`src/rtl/hs_pkg.sv`:
```
// Shared types and payload helpers for the handshake burst master.
// HS_BURST_MASTER_LFSR_EN selects the Galois LFSR payload instead of the counter.
package hs_pkg;

  localparam int HS_DEF_WIDTH = 8;
  localparam int HS_DEF_LEN_W = 8;
  localparam int HS_MAX_W     = 32;

  typedef enum logic [0:0] {
    HS_IDLE = 1'b0,
    HS_SEND = 1'b1
  } hs_state_t;

  typedef logic [HS_MAX_W-1:0] hs_word_t;

  function automatic hs_word_t hs_mask(input int width);
    hs_word_t m;
    m = '0;
    for (int i = 0; i < HS_MAX_W; i++) begin
      if (i < width) m[i] = 1'b1;
    end
    return m;
  endfunction

  // An all-zero LFSR state never leaves zero, so the seed is nudged to 1 there.
  function automatic hs_word_t hs_seed_fix(input hs_word_t seed, input int width);
    hs_word_t s;
    s = seed & hs_mask(width);
`ifdef HS_BURST_MASTER_LFSR_EN
    if (s == '0) s = hs_word_t'(1);
`endif
    return s;
  endfunction

  function automatic hs_word_t hs_next_payload(input hs_word_t cur, input int width,
                                               input hs_word_t step, input hs_word_t poly);
    hs_word_t nxt;
`ifdef HS_BURST_MASTER_LFSR_EN
    nxt = cur << 1;
    if (cur[width-1]) nxt = nxt ^ poly;
`else
    nxt = cur + step;
`endif
    return nxt & hs_mask(width);
  endfunction

endpackage

```
`src/rtl/hs_pattern_gen.sv`:
```
// Payload generator: holds the payload of the beat that follows the one on the bus.
// Counter or LFSR stepping is chosen by HS_BURST_MASTER_LFSR_EN (see hs_pkg).
module hs_pattern_gen
  import hs_pkg::*;
#(
  parameter int          WIDTH = HS_DEF_WIDTH,
  parameter int unsigned SEED  = 'h01,
  parameter int unsigned STEP  = 'h01,
  parameter int unsigned POLY  = 'hB8
) (
  input  logic             sys_clk,
  input  logic             sys_rst,
  input  logic             load_seed,
  input  logic             advance,
  output logic [WIDTH-1:0] payload
);

  localparam hs_word_t         SEED_FIX  = hs_seed_fix(hs_word_t'(SEED), WIDTH);
  localparam logic [WIDTH-1:0] SEED_W    = WIDTH'(SEED_FIX);
  localparam logic [WIDTH-1:0] SEED_NEXT = WIDTH'(hs_next_payload(SEED_FIX, WIDTH,
                                                   hs_word_t'(STEP), hs_word_t'(POLY)));

  logic [WIDTH-1:0] payload_reg;
  logic [WIDTH-1:0] payload_next;

  assign payload_next = WIDTH'(hs_next_payload(hs_word_t'(payload_reg), WIDTH,
                                               hs_word_t'(STEP), hs_word_t'(POLY)));

  // The seed itself goes straight onto the bus, so a reload queues its successor.
  always_ff @(posedge sys_clk) begin
    if (sys_rst) begin
      payload_reg <= SEED_W;
    end else if (load_seed) begin
      payload_reg <= SEED_NEXT;
    end else if (advance) begin
      payload_reg <= payload_next;
    end
  end

  assign payload = payload_reg;

endmodule

```
`src/rtl/hs_burst_master.sv`:
```
// Valid/ready burst source: FSM, beat index and registered bus outputs.
// Define HS_BURST_MASTER_LFSR_EN for an LFSR payload; otherwise payload counts by STEP.
module hs_burst_master
  import hs_pkg::*;
#(
  parameter int          WIDTH = HS_DEF_WIDTH,
  parameter int          LEN_W = HS_DEF_LEN_W,
  parameter int unsigned SEED  = 'h01,
  parameter int unsigned STEP  = 'h01,
  parameter int unsigned POLY  = 'hB8
) (
  input  logic             sys_clk,
  input  logic             sys_rst,
  input  logic             start,
  input  logic [LEN_W-1:0] burst_len,
  input  logic             loop,
  input  logic             ready,
  output logic             valid,
  output logic [WIDTH-1:0] data,
  output logic             busy,
  output logic             done
);

  localparam logic [WIDTH-1:0] SEED_W = WIDTH'(hs_seed_fix(hs_word_t'(SEED), WIDTH));

  hs_state_t        state_reg;
  logic [LEN_W-1:0] len_q_reg;
  logic [LEN_W-1:0] idx_reg;
  logic [WIDTH-1:0] data_reg;
  logic             done_reg;

  logic             accept;
  logic             last_beat;
  logic             start_ok;
  logic             load_seed;
  logic             advance;
  logic [WIDTH-1:0] payload;

  assign accept    = (state_reg == HS_SEND) && ready;
  assign last_beat = (idx_reg == len_q_reg - LEN_W'(1));
  assign start_ok  = (state_reg == HS_IDLE) && start && (burst_len != '0);
  assign load_seed = start_ok || (accept && last_beat && loop);
  assign advance   = accept && !last_beat;

  hs_pattern_gen #(
    .WIDTH (WIDTH),
    .SEED  (SEED),
    .STEP  (STEP),
    .POLY  (POLY)
  ) u_pattern_gen (
    .sys_clk   (sys_clk),
    .sys_rst   (sys_rst),
    .load_seed (load_seed),
    .advance   (advance),
    .payload   (payload)
  );

  always_ff @(posedge sys_clk) begin
    if (sys_rst) begin
      state_reg <= HS_IDLE;
      len_q_reg <= '0;
      idx_reg   <= '0;
      data_reg  <= '0;
      done_reg  <= 1'b0;
    end else begin
      done_reg <= 1'b0;
      case (state_reg)
        HS_IDLE: begin
          if (start) begin
            if (burst_len != '0) begin
              state_reg <= HS_SEND;
              len_q_reg <= burst_len;
              idx_reg   <= '0;
              data_reg  <= SEED_W;
            end else begin
              done_reg <= 1'b1;
            end
          end
        end
        HS_SEND: begin
          // Without ready nothing moves, which keeps data bit-exact under backpressure.
          if (ready) begin
            if (!last_beat) begin
              idx_reg  <= idx_reg + LEN_W'(1);
              data_reg <= payload;
            end else if (loop) begin
              idx_reg  <= '0;
              data_reg <= SEED_W;
            end else begin
              state_reg <= HS_IDLE;
              idx_reg   <= '0;
              done_reg  <= 1'b1;
            end
          end
        end
        default: state_reg <= HS_IDLE;
      endcase
    end
  end

  assign valid = (state_reg == HS_SEND);
  assign busy  = (state_reg == HS_SEND);
  assign data  = data_reg;
  assign done  = done_reg;

endmodule
```
`config.mk`:
```
export PLATFORM = sky130hd
export DESIGN_NAME = hs_burst_master
export DESIGN_NICKNAME = d
export VERILOG_FILES = /design/src/rtl/hs_pkg.sv /design/src/rtl/hs_pattern_gen.sv /design/src/rtl/hs_burst_master.sv
export SDC_FILE = /design/constraint.sdc
export NUM_CORES = 1
export LEC_CHECK = 0
export ABC_AREA = 1
export ABC_CLOCK_PERIOD_IN_PS = 2470
export BUFFER_PORTS_ARGS = -buffer_cell sky130_fd_sc_hd__clkbuf_2
export CORE_MARGIN = 2
export CORE_UTILIZATION = 50
export CTS_BUF_LIST = sky130_fd_sc_hd__clkbuf_16
export CTS_CLUSTER_DIAMETER = 200
export DETAILED_ROUTE_END_ITERATION = 16
export PLACE_DENSITY_LB_ADDON = 0.15
export SLEW_MARGIN = 20
export SYNTH_ARGS = -nofsm -noshare
export SYNTH_HDL_FRONTEND = slang
export SYNTH_SLANG_ARGS = --single-unit
export TNS_END_PERCENT = 1
```
`constraint.sdc`:
```
create_clock -name sys_clk -period 2.47 [get_ports sys_clk]
set_input_delay 0.1235 -clock sys_clk [delete_from_list [all_inputs] [get_ports sys_clk]]
set_output_delay 0.1235 -clock sys_clk [all_outputs]
set_load 0.01 [all_outputs]
```
==> impl_metrics.toml, run 1 <==
[floorplanning]
std_cell_rows = 22
die_x_um = 65.5
dieArea_um2 = 4290
start_util_pct = 52.0
coreArea_um2 = 3630
die_h_um = 65.5
io_pins = 24

[pwr]
pwr-share-comb_pct = 16.0
p_seq_share_pct = 42.7
sw_frac_of_total_pct = 27.4
clkPwrFrac_pct = 41.4
peakVddDrop_mv = 0.454
p_leak_nw = 1.01
intPower_mw = 1.02
p_switching_mw = 0.386
p_per_area_nw_per_um2 = 652

[synthesis]
synth-seq-area-share_pct = 36.0
syn-cell-area_um2 = 1890
avgSynthCellArea_um2 = 6.68
synthCells = 283
synth_cell_types = 27
yosysWarnings = 0
synth_seq_cells = 34
synth.net_count = 299

[placed_design]
dp_hpwl_um = 2960
place.gp.congestion = 0.865
portBuffers = 23
placedCellCount = 348

[worst_setup_path]
required_ns = 2.63
worst_setup_path_start_kind = "flip-flop"
crit_arrival_ns = 2.31
critical_path_class = "reg2reg"
cp-end-kind = "flip-flop"
crit_start = "len_q_reg[0]"
path_max_fanout = 12
r2r-start = "len_q_reg[0]"

[cells_and_area]
n_antenna_cell = 0
fin_cells = 356
drive_above_1_share_pct = 16.2
nFillCells = 403
area_growth_pct = 14.3
fin_nets = 323

[sta]
rsz0062_at_grt = "false"
max-slew-margin-rel_pct = 61.0
final.period_utilization_pct = 86.8
period_needed_ns = 2.14
setup_viol = 0
max_freq_ghz = 0.466
setup_tns_ns = 0
hold_viol = 0
tightest_slew_ns = 0.584
drv_slew = 0
skew_ns = 0.00273

[clock_network]
clock_latency_ns = 0.27
cts_root_buf = "clkbuf_16"
holdBufCountCts = 0
htree_levels = 2
cts_buffer_depth = 2
cts_made_buffers = 5
cts_tree = "built"
numClockSinks = 34
post_cts_buffers = 0
ctsResizeCount = 0
cts.clk_slew.worst_paths_ns = 0.05

[global_routing]
grt_pass1_vias = 1627
grt_pass1_wl_um = 7060
grt_max_degree = 21
grt.overflow.total = 0
grt.total_usage_pct = 21.0
antenna_found_initial = 0

[drt]
vias = 1771
route.detailed.wl_per_inst_um = 11.2
drc = 0
ant_nets = 0
routed_wl_um = 4000
first_iter_violations = 68
viasPerCell = 4.97
firstDrtPassIters = 4

[outcome]
status = "finished, final reports clean"

[min_path]
min_from = "sys_rst"
min_path_type = "in2reg"

[run]
drv_cap = 0
==> final timing paths <==
| check | to | slack [ns] | depth (start not counted) |
|---|---|---|---|
| worst max-delay path | data[3] | 0.33 | 14 |
| worst min register to register | data[4] | 0.48 | 2 |
| worst max register to register | data[3] | 0.33 | 14 |
| worst min-delay path | done | 0.08 | 2 |
==> worst max-delay path, cell delays in order, from the launching register on <==
cell and delay [ns]:
dfxtp_1 0.38, inv_2 0.08, ha_1 0.31, nand2_1 0.07, inv_1 0.03, nor2_1 0.08, nand2_1 0.05, nor2_1 0.10
nand3_1 0.08, nor2_2 0.16, nand2_2 0.08, nand2_2 0.21, nand3_2 0.21, nor2_1 0.14, nor2_1 0.06
==> layout by cell type (no fill, tap or decap), types with 2 or more instances in the layout <==
cell type and instances:
nand3_1 28, buf_4 3, clkbuf_16 5, xnor2_1 5, clkbuf_2 23, nand3_2 2, inv_1 28, xor2_1 7
nand4_1 4, nor2_2 4, nor3_1 4, a21oi_1 19, inv_2 3, ha_1 3, nand2_1 72, nor2_1 40
o21ai_0 10, nand2_2 4, dfxtp_1 34
==> cell families after synthesis <==
group	share of synthesized area (%)
AND/OR/NAND/NOR	38.6
buffers and inverters	9.40
flip-flops	36.0
AO/OA/AOI/OAI	8.41
XOR/XNOR	5.56
adder cells (fa/ha/maj)	1.99
==> power groups by stage <==
stage | logic (mW) | registers [mW] | clock network (mW)
finish | 0.225 | 0.601 | 0.582
global route | 0.263 | 0.604 | 0.613
CTS | 0.226 | 0.600 | 0.587
detailed placement | 0.224 | 0.612 | 0
global placement | 0.221 | 0.611 | 0
floorplan | 0.162 | 0.614 | 0
==> stage by stage <==
step	hold slack [ns]	setup WS, ns	area, um2	util (%)	total power, mW
after floorplan	0.186	0.654	1890	-	0.776
after global placement	0.360	0.441	2020	55.6	0.832
after detailed placement	0.366	0.357	2020	55.6	0.835
after CTS	0.0852	0.320	2160	59.4	1.41
after global routing	0.0905	0.0475	2160	59.4	1.48
final	0.0820	0.325	2160	59.4	1.41
==> synthesized netlist by cell type <==
cell type	number	area (um2)
dfxtp_1	34	681
buf_4	1	7.51
nor3_1	4	20.0
nand3_1	28	140
nor3_2	1	10.0
or2_2	1	6.26
nor2_1	40	150
ha_1	3	37.5
buf_2	4	20.0
a21oi_1	19	95.1
nand4_2	1	12.5
o21ai_0	11	55.1
nand4_1	4	25.0
nand2_2	4	25.0
clkbuf_1	1	3.75
xnor2_1	5	43.8
nor2_2	4	25.0
nor2_4	1	11.3
xor2_1	7	61.3
inv_1	27	101
nand3_2	2	20.0
nand2_1	72	270
inv_2	3	11.3
nand3b_1	1	7.51
buf_6	3	33.8
nor4_1	1	6.26
a21oi_2	1	8.76
==> cell type report <==
class	count	area (um2)	share of cell area [%]
clock buffer	5	125	5.79
clock inverter	3	12.5	0.579
inverter	30	113	5.21
multi-input combinational	210	1030	47.7
sequential	34	681	31.5
tap	48	60.1	2.78
timing repair buffer	26	138	6.37
==> per-layer routing <==
| metal | global-route usage (%) | up-vias | routed length [um] |
|---|---|---|---|
| met4 | 4.69 | 0 | 23 |
| met3 | 5.31 | 2 | 189 |
| met5 | 0 | - | 0 |
| met2 | 31.9 | 39 | 1670 |
| met1 | 30.0 | 784 | 2120 |
| li1 | - | 946 | - |
Power figures use the tool's default switching activity.
==> inputs of run 2 (changes only) <==
--- a/config.mk
+++ b/config.mk
@@ -17,5 +17,6 @@
 export SLEW_MARGIN = 20
 export SYNTH_ARGS = -nofsm -noshare
 export SYNTH_HDL_FRONTEND = slang
+export SYNTH_HIERARCHICAL = 1
 export SYNTH_SLANG_ARGS = --single-unit
 export TNS_END_PERCENT = 1
==> run 2 against run 1 <==
Critical endpoint is now u_pattern_gen/payload[6]. Highest routed layer unchanged. Global-route usage grew 1.6 points. Critical path depth up 3. Critical path type unchanged. Maximum frequency decreased by 2.5%. Largest cell class unchanged. Final cell count increased by 5.3%. Die area grew 1.2%.
==> impl_metrics.toml, run 2 <==
[outcome]
status = "finished, final reports clean"

[clock_network]
clock_latency_ns = 0.28
cts_made_buffers = 5
cts.clk_slew.worst_paths_ns = 0.05
cts_root_buf = "clkbuf_16"
post_cts_buffers = 0
cts_buffer_depth = 2
holdBufCountCts = 0
numClockSinks = 34
cts_tree = "built"
ctsResizeCount = 0
htree_levels = 2

[worst_setup_path]
path_max_fanout = 9
worstPathCellList = "inv_2 -> ha_1 -> inv_1 -> nand2_1 -> nand3_1 -> inv_1 -> nor2_1 -> nand3_1 -> nor2_4 -> nand2_2 -> nand2_1 -> inv_1 -> nand3_1 -> nor2_1 -> nand3_1 -> nand2_1 -> nor2_1"
critical_path_class = "reg2reg"
crit_arrival_ns = 2.37
cpMostUsedCell = "nand3_1"
required_ns = 2.64
crit_slowest_cell = "dfxtp_2"
worst_setup_path_start_kind = "flip-flop"
cp-end-kind = "flip-flop"
critPathMaxStageDelay_ns = 0.34

[synthesis]
synthAdderAreaFrac_pct = 1.96
synth_area_leaders = "dfxtp_1, nand2_1, nor2_1"
yosysWarnings = 6
yosys_most_used_dff = "dfxtp_1"
synth_top_area_share_pct = 35.6
synth.most_common_cell = "nand2_1"
synth-edff-count = 0
async_flop_share_pct = 0
synth_simple_gate_area_share_pct = 37.0
synthMuxAreaShare_pct = 0
yosys.area_share.xor_xnor_pct = 4.12
ys_top_cells_by_count = "nand2_1, nor2_1, inv_1"
synth_top_area_cell = "dfxtp_1"
synth_compound_area_share_pct = 9.55
synth_cell_types = 24
synth_seq_cells = 34
synth_top_family_by_area = "simple AND/OR/NAND/NOR gates"
avgSynthCellArea_um2 = 6.38
syn-cell-area_um2 = 1910
synthCells = 300
synth.net_count = 316
synth-seq-area-share_pct = 35.6

[drt]
viasPerCell = 4.87
drc = 0
routed_wl_um = 4250
route.detailed.wl_per_inst_um = 11.3
firstDrtPassIters = 4
vias = 1828
first_iter_violations = 138
ant_nets = 0

[cells_and_area]
fin_nets = 342
final_common_cell = "nand2_1"
area_growth_pct = 16.1
layout_common_cells = "nand2_1, nor2_1, inv_1"
n_antenna_cell = 0
drive_above_1_share_pct = 16.8
fin_cells = 375
design_area_um2 = 2220
final_core_util_pct = 60.7

[placed_design]
dpl_cell_area_um2 = 2070
place.gp.congestion = 0.824
portBuffers = 23
placedCellCount = 367
dp_hpwl_um = 3140

[global_routing]
grt_max_degree = 17
grt.total_usage_pct = 22.6
grt_pass1_vias = 1668
antenna_found_initial = 0
grt_pass1_wl_um = 7470
grt.overflow.total = 0

[pwr]
peakVddDrop_mv = 0.332
p_seq_share_pct = 42.1
p_switching_mw = 0.408
sw_frac_of_total_pct = 28.5
p_per_area_nw_per_um2 = 645
clkPwrFrac_pct = 41.1
p_leak_nw = 1.03
intPower_mw = 1.02
pwr-share-comb_pct = 16.8

[sta]
rsz0062_at_grt = "false"
hold_viol = 0
setup_tns_ns = 0
setup_viol = 0
drv_slew = 0
period_needed_ns = 2.20
max_freq_ghz = 0.455
tightest_slew_ns = 0.492
skew_ns = 0.00449
final.period_utilization_pct = 89.0
max-slew-margin-rel_pct = 67.2

[floorplanning]
coreArea_um2 = 3660
io_pins = 24
die_h_um = 65.9
std_cell_rows = 22
dieArea_um2 = 4340
die_x_um = 65.9
start_util_pct = 52.3

[min_path]
min_path_type = "in2reg"

[run]
drv_cap = 0
-- run 2: cell count changes in the layout (fill, tap and decap cells not counted), moves of 2 or more --
cell     delta
nand3_1     -9
nor2_1     +11
inv_2       +3
buf_4       -2
a21oi_1     +2
nand2_1     -2
inv_1      +19
nor2_4      +2
nand2_2     +3
xnor2_1     -2
-- run 2: path summary, 6_finish.rpt --
check,startpoint,endpoint,slack (ns),cells past startpoint
max,len_q_reg[0],u_pattern_gen/payload[6],0.27,17
min,burst_len[1],len_q_reg[1],0.1,3
max reg2reg,len_q_reg[0],u_pattern_gen/payload[6],0.27,17
min reg2reg,len_q_reg[7],len_q_reg[7],0.46,2
-- run 2: logic make-up (layout without fill, tap and decap cells) --
logic type | Yosys count | after routing
compound gates | 34 | 34
xor+xnor | 9 | 9
fa+ha+maj | 3 | 3
buf+inv | 57 | 84
flops | 34 | 34
simple gates | 163 | 163
-- run 2: critical path: cells and delay by family (launching register included) --
family,cells,cell delay (ns)
fa+ha+maj,1,0.22
buf+inv,4,0.43
flops,1,0.34
simple gates,12,1.10
-- run 2: area by class of cell --
| cell class | instances | area, um2 |
|---|---|---|
| fillers | 365 | 1440 |
| multi-input cells | 209 | 1020 |
| flip-flops and latches | 34 | 682 |
| inverters | 52 | 195 |
| clock buffers | 5 | 125 |
| repair buffers | 24 | 123 |
| well taps | 48 | 60.1 |
| clock inverters | 3 | 12.5 |
-- run 2: metrics by stage --
stage	setup slack [ns]	power, mW	hold WS (ns)
after global routing	0.00159	1.50	0.133
after detailed placement	0.211	0.848	0.392
final	0.271	1.43	0.0988
after floorplan	0.470	0.788	0.193
after CTS	0.170	1.43	0.100
after global placement	0.337	0.846	0.386
-- run 2: power by group through the flow --
| stage | sequential (mW) | combinational [mW] | clock (mW) |
|---|---|---|---|
| 4_1_cts | 0.602 | 0.238 | 0.591 |
| 6_report | 0.602 | 0.241 | 0.588 |
| 5_1_grt | 0.606 | 0.282 | 0.614 |
| 3_3_place_gp | 0.612 | 0.234 | 0 |
| 3_5_place_dp | 0.613 | 0.235 | 0 |
| 2_1_floorplan | 0.612 | 0.175 | 0 |
-- run 2: layer usage --
metal,wire [um],share of wire (%),up-vias,track usage [%]
met5,0,0,-,0
met4,43,1.0,0,8.07
met3,215,5.1,4,4.09
met2,1870,44,43,34.1
met1,2130,50,806,32.1
li1,-,-,975,-
